**src/rtl/gpio_seq_pkg.sv**
```systemverilog
// Shared types and parameter defaults for the GPIO sequence checker.
package gpio_seq_pkg;

  localparam int unsigned DEF_WIDTH  = 8;
  localparam int unsigned DEF_DEPTH  = 16;
  localparam int unsigned DEF_TMO_W  = 16;
  localparam int unsigned DEF_STABLE = 2;

  typedef enum logic [1:0] {
    ST_IDLE      = 2'd0,
    ST_WAIT      = 2'd1,
    ST_DONE_PASS = 2'd2,
    ST_DONE_FAIL = 2'd3
  } state_e;

endpackage

```
**src/rtl/gpio_seq_table.sv**
```systemverilog
// Sequence table: DEPTH entries of {resp_en, resp, expect}, one write port,
// one asynchronous read port. No reset so contents survive a block reset.
module gpio_seq_table
  import gpio_seq_pkg::*;
#(
  parameter int unsigned WIDTH = DEF_WIDTH,
  parameter int unsigned DEPTH = DEF_DEPTH,
  localparam int unsigned AW   = $clog2(DEPTH)
) (
  input  logic             clk_i,
  input  logic             we_i,
  input  logic [AW-1:0]    waddr_i,
  input  logic [WIDTH-1:0] wexpect_i,
  input  logic [WIDTH-1:0] wresp_i,
  input  logic             wresp_en_i,
  input  logic [AW-1:0]    raddr_i,
  output logic [WIDTH-1:0] rexpect_o,
  output logic [WIDTH-1:0] rresp_o,
  output logic             rresp_en_o
);

  logic [2*WIDTH:0] mem_q [DEPTH];
  logic [2*WIDTH:0] entry;

  // Write port
  always_ff @(posedge clk_i) begin
    if (we_i) begin
      mem_q[waddr_i] <= {wresp_en_i, wresp_i, wexpect_i};
    end
  end

  // Asynchronous read port, split into fields
  always_comb begin
    entry      = mem_q[raddr_i];
    rexpect_o  = entry[WIDTH-1:0];
    rresp_o    = entry[2*WIDTH-1:WIDTH];
    rresp_en_o = entry[2*WIDTH];
  end

endmodule

```
**config.mk**
```make
export PLATFORM = sky130hd
export DESIGN_NAME = gpio_seq_table
export DESIGN_NICKNAME = d
export VERILOG_FILES = /design/src/rtl/gpio_seq_pkg.sv /design/src/rtl/gpio_seq_table.sv
export SDC_FILE = /design/constraint.sdc
export NUM_CORES = 1
export LEC_CHECK = 0
export ABC_AREA = 1
export BUFFER_PORTS_ARGS = -buffer_cell sky130_fd_sc_hd__buf_2
export CORE_MARGIN = 5
export CORE_UTILIZATION = 64
export CTS_BUF_LIST = sky130_fd_sc_hd__clkbuf_8
export DETAILED_ROUTE_END_ITERATION = 12
export PLACE_DENSITY = 0.78
export SLEW_MARGIN = 20
export SYNTH_ARGS = -nofsm -noshare
export SYNTH_HDL_FRONTEND = slang
export SYNTH_SLANG_ARGS = --single-unit
```
**constraint.sdc**
```tcl
create_clock -name clk_i -period 2.45 [get_ports clk_i]
set_clock_uncertainty 0.2 [all_clocks]
set_input_delay 0.3675 -clock clk_i [delete_from_list [all_inputs] [get_ports clk_i]]
set_output_delay 0.3675 -clock clk_i [all_outputs]
set_load 0.01 [all_outputs]
```
==> out/results.tsv <==
stage	metric	value	unit
global_routing	globalRouteTotalUtil	26.1	%
run_status	outcome	completed	
critical_path	worstPathCellList	buf_4, inv_4, buf_12, nand2_1, nand2_1, nand2_1, nand3_1, nand3_1, nand2_1, buf_2	
detailed_routing	drc	0	
layout	layout_commonest_cell	nand2_1	
timing	upper_clock_frequency_limit	0.451	GHz
yosys	syn_nets	1149	
layout	layout-drive-gt1-share	11.8	%
clocking	htree_levels	2	
clocking	clock_tree_from_tritoncts	built	
critical_path	critical_path_class	in2out	
critical_path	cell_type_with_the_highest_occurrence_count_on_the_critical_path	nand2_1	
critical_path	critical-path-slowest-cell	buf_12	
yosys	ffs_latches_synth	272	
clocking	postCtsSetupBuffers	0	
yosys	synth_top_cell_area_share	69.9	%
placed_design	hpwlAfterDp	14.8	mm
timing	maxSlewHeadroom	69.9	%
clocking	clock-sinks	272	
layout	registers_with_the_highest_flip_flop_counts	mem_q x272	
floorplan	placementRows	49	
detailed_routing	route.antenna.remaining_nets	0	
global_routing	grt_pass1_wl	42.7	mm
critical_path	delay_contributed_by_the_slowest_stage_of_the_critical_path	250	ps
global_routing	largest_net_degree_at_the_start_of_global_routing	69	
critical_path	critical_path.n_buffers_inverters	4	
global_routing	globalRouteOverflowTotal	0	
clocking	root_buffer	clkbuf_8	
clocking	cts_buffers	41	
placed_design	io_buffer_count	43	
power_and_ir_drop	p_leak	5.76	nW
floorplan	starting_utilization_of_the_core_area	65.1	%
yosys	synth_area_per_cell	10.4	um2
clocking	clk_pin_slew_worst_paths	60	ps
yosys	yosys_warnings	0	
flow_run	cap_viol_max_count	0	
yosys	synth.largest_area_cell	edfxtp_1	
power_and_ir_drop	worst_ir_drop_vdd	0.561	mV
timing	share_of_the_clock_period_used_by_the_worst_path	90.6	%
timing	final_period_minus_worst_setup_slack	2220	ps
layout	largest_reg_flops	272	
layout	finish.net_count	1227	
floorplan	placeableCoreArea	18000	um2
timing	hold_slack	14.5	ps
layout	antenna-diode-count	0	
floorplan	die_w	145	um
placed_design	gpl.final_weighted_congestion	0.825	
floorplan	die_area	21100	um2
global_routing	grt_pass1_vias	7771	
critical_path	critical_path.endpoint_type	output port	
detailed_routing	drt-wirelength-per-cell	18.8	um
timing	grt_setup_unrepaired	no	
floorplan	io-pin-count	44	
detailed_routing	drt-vias-per-instance	5.56	
floorplan	die_h	145	um
yosys	post_synthesis_cell_count	1122	
detailed_routing	total_routed_wirelength	27.4	mm
min_path	min_path_type	in2reg	
critical_path	crit_fanout	42	
clocking	max-clock-path-buffers	3	
layout	top_register	mem_q	
yosys	portion_of_the_post_synthesis_area_used_by_sequential_elements	69.9	%
detailed_routing	detail_route.first_pass.iterations	5	
yosys	netlist_top_cells_area	edfxtp_1, nand2_1, nand3_1	
yosys	synth_area	11700	um2
timing	finalSetupViolations	0	
yosys	synth_cell_types	13	
layout	syn_to_final_growth	12.6	%
global_routing	grt_antenna_before_repair	2	
detailed_routing	vias	8073	
timing	slew_viol_final	0	
timing	finalHoldViolCount	0	
critical_path	category_of_the_worst_setup_path_launch_point	input port	
critical_path	worst_path_required_time	1880	ps
power_and_ir_drop	power_density	695	nW/um2
timing	totalNegativeSetupSlack	0	ps
detailed_routing	drt_initial_violations	923	
layout	mostFrequentLayoutCells	nand2_1, edfxtp_1, inv_1	
timing	measured_slew_at_the_worst_slew_check_pin	450	ps
power_and_ir_drop	report.power.total	0.00915	W
critical_path	critPathArrivalTime	1650	ps
critical_path	cpLargestDelayFamily	buffers and inverters	
[layer usage]
metal  vias to the layer above  track usage (%)  wire (um)  share of wire [%]
li1                       3770                -          -                  -
met1                      3807             35.9      10700                 39
met2                       409             42.1      13200                 48
met3                        83             4.52       2510                9.2
met4                         4             10.3        906                3.3
met5                         -                0         21              0.077
[report_power, final]
part | internal, W | leakage [nW] | switching, W
Clock | 0.00160 | 0.406 | 0.00163
Sequential | 0.00522 | 2.46 | 0.0000203
Combinational | 0.000214 | 2.89 | 0.000470
Total | 0.00704 | 5.76 | 0.00212
[cells in the mapped netlist]
cell / n
buf_1: 3
buf_2: 22
buf_4: 8
buf_6: 1
clkbuf_1: 20
clkinv_1: 2
edfxtp_1: 272
inv_1: 206
inv_2: 2
nand2_1: 362
nand3_1: 205
nand3b_1: 2
nor2_1: 17
[cells by family (layout without fill, tap and decap cells)]
family	count (synthesis)	in the layout	share of synthesized area (%)
buffers and inverters	264	366	9.04
DFF	272	272	69.9
and+or+nand+nor	586	586	21.1
[final timing paths]
check | slack, ps | startpoint | to | depth (start not counted)
min | 10 | wresp_i[6] | mem_q[9][14] | 1
max | 230 | raddr_i[0] | rresp_o[2] | 10
[area by class of cell]
cell class / instances / area [um2]
Inverter: 210 / 791
Timing Repair Buffer: 89 / 723
Tap cell: 229 / 287
Clock buffer: 43 / 592
Fill cell: 1243 / 4800
Clock inverter: 24 / 96.3
Multi-Input combinational cell: 586 / 2500
Sequential cell: 272 / 8170
[metrics by stage]
| step | instances | setup slack (ps) | cell area [um2] | util (%) |
|---|---|---|---|---|
| 4_1_cts | 1453 | 226 | 13200 | 73.3 |
| 3_3_place_gp | 1377 | 320 | 12400 | 68.9 |
| 5_1_grt | 1453 | 150 | 13200 | 73.3 |
| 6_report | 1453 | 231 | 13200 | 73.3 |
| 2_1_floorplan | 1122 | 540 | 11700 | - |
| 3_5_place_dp | 1377 | 278 | 12400 | 68.9 |
[timing repair]
item                                    CTS  global route
hold buffers                              9             0
endpoints found under the hold margin   114             0
resized for setup                         0             0
endpoints found under the setup margin    0             0
No activity file was read; power rests on OpenSTA's default activity.
